`src/rtl/multicycle_control.sv`:
```
`default_nettype none
// ============================================================================
//  Module      : multicycle_control
//  Description : Multi-cycle control FSM for the shared-ALU / shared-memory
//                MIPS datapath. Decodes the opcode, drives all mux selects
//                and write strobes, stretches memory states on mem_ready,
//                flags illegal opcodes and counts retired instructions.
//  Revision    : 1.0 - initial release
// ============================================================================
module multicycle_control #(
    parameter int CNT_W = 32
) (
    input  logic             clk,
    input  logic             rst,
    input  logic [5:0]       opcode,
    input  logic             mem_ready,
    output logic             PCWrite,
    output logic             PCWriteCond,
    output logic             IorD,
    output logic             MemRead,
    output logic             MemWrite,
    output logic             IRWrite,
    output logic             RegWrite,
    output logic             RegDst,
    output logic             ALUSrcA,
    output logic [1:0]       MemtoReg,
    output logic [1:0]       ALUSrcB,
    output logic [1:0]       PCSource,
    output logic [3:0]       ALUOp,
    output logic             selectRa,
    output logic             extendType,
    output logic             bneSelect,
    output logic             illegal,
    output logic             instr_done,
    output logic [CNT_W-1:0] retired,
    output logic [3:0]       state
);

    localparam logic [3:0] c_st_fetch   = 4'd0;
    localparam logic [3:0] c_st_decode  = 4'd1;
    localparam logic [3:0] c_st_memaddr = 4'd2;
    localparam logic [3:0] c_st_memrd   = 4'd3;
    localparam logic [3:0] c_st_memwb   = 4'd4;
    localparam logic [3:0] c_st_memwr   = 4'd5;
    localparam logic [3:0] c_st_exec    = 4'd6;
    localparam logic [3:0] c_st_rcomp   = 4'd7;
    localparam logic [3:0] c_st_branch  = 4'd8;
    localparam logic [3:0] c_st_jump    = 4'd9;
    localparam logic [3:0] c_st_iexec   = 4'd10;
    localparam logic [3:0] c_st_icomp   = 4'd11;
    localparam logic [3:0] c_st_jal     = 4'd12;
    localparam logic [3:0] c_st_error   = 4'd13;

    localparam logic [5:0] c_op_rtype = 6'b000000;
    localparam logic [5:0] c_op_lw    = 6'b100011;
    localparam logic [5:0] c_op_sw    = 6'b101011;
    localparam logic [5:0] c_op_beq   = 6'b000100;
    localparam logic [5:0] c_op_bne   = 6'b000101;
    localparam logic [5:0] c_op_j     = 6'b000010;
    localparam logic [5:0] c_op_jal   = 6'b000011;
    localparam logic [5:0] c_op_addi  = 6'b001000;
    localparam logic [5:0] c_op_andi  = 6'b001100;
    localparam logic [5:0] c_op_ori   = 6'b001101;
    localparam logic [5:0] c_op_slti  = 6'b001010;

    localparam logic [3:0] c_alu_add   = 4'b0000;
    localparam logic [3:0] c_alu_sub   = 4'b0001;
    localparam logic [3:0] c_alu_funct = 4'b0010;
    localparam logic [3:0] c_alu_and   = 4'b0011;
    localparam logic [3:0] c_alu_or    = 4'b0100;
    localparam logic [3:0] c_alu_slt   = 4'b0101;

    localparam logic [CNT_W-1:0] c_one = 1;

    logic [3:0]       r_state;
    logic [3:0]       w_next;
    logic [CNT_W-1:0] r_retired;

    // Next-state selection; opcode is only consulted where IR is stable.
    always_comb begin
        w_next = r_state;
        case (r_state)
            c_st_fetch:   w_next = mem_ready ? c_st_decode : c_st_fetch;
            c_st_decode: begin
                case (opcode)
                    c_op_lw, c_op_sw:                       w_next = c_st_memaddr;
                    c_op_rtype:                             w_next = c_st_exec;
                    c_op_beq, c_op_bne:                     w_next = c_st_branch;
                    c_op_j:                                 w_next = c_st_jump;
                    c_op_jal:                               w_next = c_st_jal;
                    c_op_addi, c_op_andi, c_op_ori, c_op_slti: w_next = c_st_iexec;
                    default:                                w_next = c_st_error;
                endcase
            end
            c_st_memaddr: w_next = (opcode == c_op_sw) ? c_st_memwr : c_st_memrd;
            c_st_memrd:   w_next = mem_ready ? c_st_memwb : c_st_memrd;
            c_st_memwr:   w_next = mem_ready ? c_st_fetch : c_st_memwr;
            c_st_exec:    w_next = c_st_rcomp;
            c_st_iexec:   w_next = c_st_icomp;
            c_st_memwb, c_st_rcomp, c_st_branch,
            c_st_jump, c_st_jal, c_st_icomp:
                          w_next = c_st_fetch;
            c_st_error:   w_next = c_st_error;
            default:      w_next = c_st_error;
        endcase
    end

    // State register; reset aborts any instruction in flight.
    always_ff @(posedge clk or posedge rst) begin
        if (rst) begin
            r_state <= c_st_fetch;
        end else begin
            r_state <= w_next;
        end
    end

    // Output decode of the current state; strobes are squashed during reset
    // while selects keep their FETCH values.
    always_comb begin
        PCWrite     = 1'b0;
        PCWriteCond = 1'b0;
        IorD        = 1'b0;
        MemRead     = 1'b0;
        MemWrite    = 1'b0;
        IRWrite     = 1'b0;
        RegWrite    = 1'b0;
        RegDst      = 1'b0;
        ALUSrcA     = 1'b0;
        MemtoReg    = 2'b00;
        ALUSrcB     = 2'b00;
        PCSource    = 2'b00;
        ALUOp       = c_alu_add;
        selectRa    = 1'b0;
        extendType  = 1'b0;
        bneSelect   = 1'b0;
        instr_done  = 1'b0;
        case (r_state)
            c_st_fetch: begin
                MemRead = 1'b1;
                ALUSrcB = 2'b01;
                IRWrite = mem_ready;
                PCWrite = mem_ready;
            end
            c_st_decode: begin
                ALUSrcB    = 2'b11;
                extendType = 1'b1;
            end
            c_st_memaddr: begin
                ALUSrcA    = 1'b1;
                ALUSrcB    = 2'b10;
                extendType = 1'b1;
            end
            c_st_memrd: begin
                MemRead = 1'b1;
                IorD    = 1'b1;
            end
            c_st_memwb: begin
                RegWrite   = 1'b1;
                MemtoReg   = 2'b01;
                instr_done = 1'b1;
            end
            c_st_memwr: begin
                MemWrite   = 1'b1;
                IorD       = 1'b1;
                instr_done = mem_ready;
            end
            c_st_exec: begin
                ALUSrcA = 1'b1;
                ALUOp   = c_alu_funct;
            end
            c_st_rcomp: begin
                RegWrite   = 1'b1;
                RegDst     = 1'b1;
                instr_done = 1'b1;
            end
            c_st_branch: begin
                ALUSrcA     = 1'b1;
                ALUOp       = c_alu_sub;
                PCWriteCond = 1'b1;
                PCSource    = 2'b01;
                bneSelect   = (opcode == c_op_bne);
                instr_done  = 1'b1;
            end
            c_st_jump: begin
                PCWrite    = 1'b1;
                PCSource   = 2'b10;
                instr_done = 1'b1;
            end
            c_st_jal: begin
                PCWrite    = 1'b1;
                PCSource   = 2'b10;
                RegWrite   = 1'b1;
                selectRa   = 1'b1;
                MemtoReg   = 2'b10;
                instr_done = 1'b1;
            end
            c_st_iexec: begin
                ALUSrcA = 1'b1;
                ALUSrcB = 2'b10;
                case (opcode)
                    c_op_andi: ALUOp = c_alu_and;
                    c_op_ori:  ALUOp = c_alu_or;
                    c_op_slti: ALUOp = c_alu_slt;
                    default:   ALUOp = c_alu_add;
                endcase
                extendType = (opcode == c_op_addi) || (opcode == c_op_slti);
            end
            c_st_icomp: begin
                RegWrite   = 1'b1;
                instr_done = 1'b1;
            end
            default: begin
            end
        endcase
        if (rst) begin
            PCWrite     = 1'b0;
            PCWriteCond = 1'b0;
            IRWrite     = 1'b0;
            MemRead     = 1'b0;
            MemWrite    = 1'b0;
            RegWrite    = 1'b0;
            instr_done  = 1'b0;
        end
    end

    // Retired-instruction counter; wraps naturally at 2^CNT_W.
    always_ff @(posedge clk or posedge rst) begin
        if (rst) begin
            r_retired <= '0;
        end else if (instr_done) begin
            r_retired <= r_retired + c_one;
        end
    end

    assign illegal = (r_state == c_st_error);
    assign retired = r_retired;
    assign state   = r_state;

endmodule
`default_nettype wire
```
`config.mk`:
```
export PLATFORM = sky130hd
export DESIGN_NAME = multicycle_control
export DESIGN_NICKNAME = d
export VERILOG_FILES = /design/src/rtl/multicycle_control.sv
export SDC_FILE = /design/constraint.sdc
export NUM_CORES = 1
export LEC_CHECK = 0
export ABC_AREA = 1
export BUFFER_PORTS_ARGS = -buffer_cell sky130_fd_sc_hd__buf_2
export CORE_ASPECT_RATIO = 0.5
export CORE_UTILIZATION = 58
export CTS_CLUSTER_DIAMETER = 80
export DETAILED_ROUTE_END_ITERATION = 8
export PLACE_DENSITY = 0.86
export SYNTH_ARGS = -nofsm -noshare
export SYNTH_HDL_FRONTEND = slang
export SYNTH_SLANG_ARGS = --single-unit
```
`constraint.sdc`:
```
create_clock -name clk -period 2.9 [get_ports clk]
set_input_delay 0.29 -clock clk [delete_from_list [all_inputs] [get_ports clk]]
set_output_delay 0.29 -clock clk [all_outputs]
set_load 0.02 [all_outputs]
```
==> flow_summary_export.csv <==
group,metric,value,unit
timing,fin_tns_setup,0,ps
place,place_hpwl,5.41,mm
finish,nNetsFinal,533,
global_routing,antenna_found_initial,0,
route,wl_per_cell,12.7,um
global_routing,grt_pass1_vias,2665,
timing,max_freq,0.383,GHz
route,ant_nets,0,
clock_network,htreeDepth,2,
route,firstDrtPassIters,5,
global_routing,grt_usage,0.297,
pwr,vdd_drop_max,0.173,mV
route,via_count,3111,
route,routed_wl,7.47,mm
timing,worst_slew_pin_slew,855,ps
timing,slew_headroom,0.430,
place,port_buffers,67,
yosys,synthMostInstantiatedCell,"nand2_1",
timing,skew,4.39,ps
yosys,async_flop_share,1.00,
yosys,yosys_warnings,0,
pwr,swShare,0.224,
global_routing,grt_pass1_wl,11.9,mm
clock_network,postCtsHoldBufs,0,
worst_setup_path,worstPathRequired,2610,ps
global_routing,grt_max_degree,37,
clock_network,clkLatencyLatePin,290,ps
pwr,pwr-share-seq,0.538,
finish,diodes,0,
yosys,synth.avg_cell_area,6.10,um^2
yosys,synth_nets,467,
floorplanning,die_h,51.0,um
yosys,synth_top_area_frac,0.323,
pwr,p_int,0.723,mW
yosys,synth_cell_types,26,
floorplanning,die_area,5100,um^2
pwr,p_clk_frac,0.420,
yosys,seq_area_frac_synth,0.323,
yosys,synth_area_leaders,"dfrtp_1 (32%), nand2_1 (27%), nor2_1 (11%), nand3_1 (7.7%), nand3b_1 (4.6%)",
yosys,synth_edf_count,0,
pwr,combPwrFrac,0.042,
yosys,synth_seq_cells,36,
pwr,power,0.932,mW
route,drc,0,
floorplanning,ioPinCount,69,
yosys,yosys-top-cells-count,"nand2_1 (200), nor2_1 (78), nand3_1 (43), dfrtp_1 (36), inv_1 (29)",
timing,rsz0062_at_grt,"false",
finish,drive_gt1_frac,0.164,
timing,finalSetupViolCount,0,
pwr,p_per_area,287,nW/um^2
run_status,outcome,"complete, no violations",
worst_setup_path,cp-start-kind,"flop",
clock_network,cts_tree,"done",
flow_run,max-cap-violations,0,
floorplanning,coreArea,4510,um^2
pwr,p_sw,0.209,mW
timing,hold_viol_final,0,
clock_network,clock_path_buffers,2,
worst_setup_path,cp-end-kind,"primary output",
finish,multiInputGateArea,1700,um^2
clock_network,cts_root_buffer,"clkbuf_8",
clock_network,cts_sinks,36,
place,gp_congestion,0.969,
worst_setup_path,cp_max_fo,33,
global_routing,grt_overflow,0,
finish,ff_latch_area,901,um^2
floorplanning,initial_core_util,0.618,
yosys,synth_top_area_cell,"dfrtp_1",
worst_setup_path,crit_arrival,2320,ps
route,first_iter_violations,235,
floorplanning,rows,17,
timing,period_needed,2610,ps
timing,slew_viol_final,0,
clock_network,numCtsBuffers,5,
timing,finalCritPeriodShare,0.900,
yosys,syn_area,2790,um^2
clock_network,cts.reportedPaths.clkPinSlew,70,ps
yosys,synthCells,457,
finish,syn2layout_area_growth,16.6,%
yosys,ys.flop_type,"dfrtp_1",
worst_hold_path,hold_path_class,"input port to asynchronous set/reset pin",
route,vias_per_cell,5.28,
floorplanning,die_w,100,um
worst_setup_path,worstSetupPathType,"flop to primary output",
finish,n_fill_cell,417,
pwr,leakage,1.78,nW
layer usage:
layer	routed length [um]	up-vias	global-route usage
met1	3400	1381	0.409
met5	0	-	0
li1	-	1559	-
met2	3240	150	0.477
met3	679	21	0.0575
met4	152	0	0.0918
registers in the layout, indices dropped and copies added, names as in the netlist:
name and flops:
retired 32, state 4
stage by stage:
stage                util  setup WS [ps]  area [um^2]  hold slack (ps)  cells
floorplan               -            797         2790              465    457
global placement    0.697            570         3140              529    581
detailed placement  0.697            497         3140              525    581
CTS                 0.719            179         3240              215    588
global route        0.721            179         3250              264    589
finish              0.721            291         3250              198    589
critical path, stage by stage (launching register included):
cell and delay [ps]:
dfrtp_1 410, inv_1 120, nand2_1 110, nor3_1 550, a21oi_4 230, nand2_4 360
buf_2 240
cells by family after synthesis:
family,synth area share
xor gates and xnor gates,0.0471
other,0.00135
AOI/OAI and AO/OA,0.0278
buffers and inverters,0.0714
and+or+nand+nor,0.524
DFF,0.323
adders and majority gates,0.00449
timing repair:
action	4_1_cts	5_1_grt
buffers inserted	0	0
setup endpoints to repair	0	1
gates resized for setup	0	0
final cells by class:
class / instances / area share
Clock buffer: 7 / 0.0296
Tap cell: 66 / 0.0254
Sequential cell: 36 / 0.277
Timing Repair Buffer: 70 / 0.110
Multi-Input combinational cell: 379 / 0.522
Inverter: 31 / 0.0358
worst paths after layout:
check,start,cells past startpoint,to,slack (ps)
worst max-delay path,state[2],6,instr_done,290
worst min-delay path,rst,3,retired[17],200
worst max register to register,state[2],7,retired[9],860
worst min register to register,retired[31],2,retired[31],560
max in group asynchronous,rst,3,retired[14],2370
min in group clk,opcode[1],5,state[0],390
cells in the final DEF (no fill, tap or decap), drive strengths merged:
cell type,synthesis,final
a21oi,3,4
a31oi,1,1
buf,11,70
clkbuf,1,7
conb,1,1
dfrtp,36,36
ha,1,1
inv,31,31
nand2,201,201
nand3,43,43
nand3b,17,17
nand4,3,3
nor2,82,82
nor3,3,3
o211ai,2,2
o21ai,6,6
xnor2,5,5
xor2,10,10
power by group through the flow:
stage / Combinational (mW) / Sequential [mW] / Clock (mW)
final: 0.0390 / 0.502 / 0.392
after global routing: 0.0448 / 0.501 / 0.416
after CTS: 0.0388 / 0.502 / 0.395
after detailed placement: 0.0387 / 0.511 / 0
after global placement: 0.0382 / 0.511 / 0
after floorplan: 0.0239 / 0.511 / 0
Note: power is estimated with default switching activity, not from simulation.
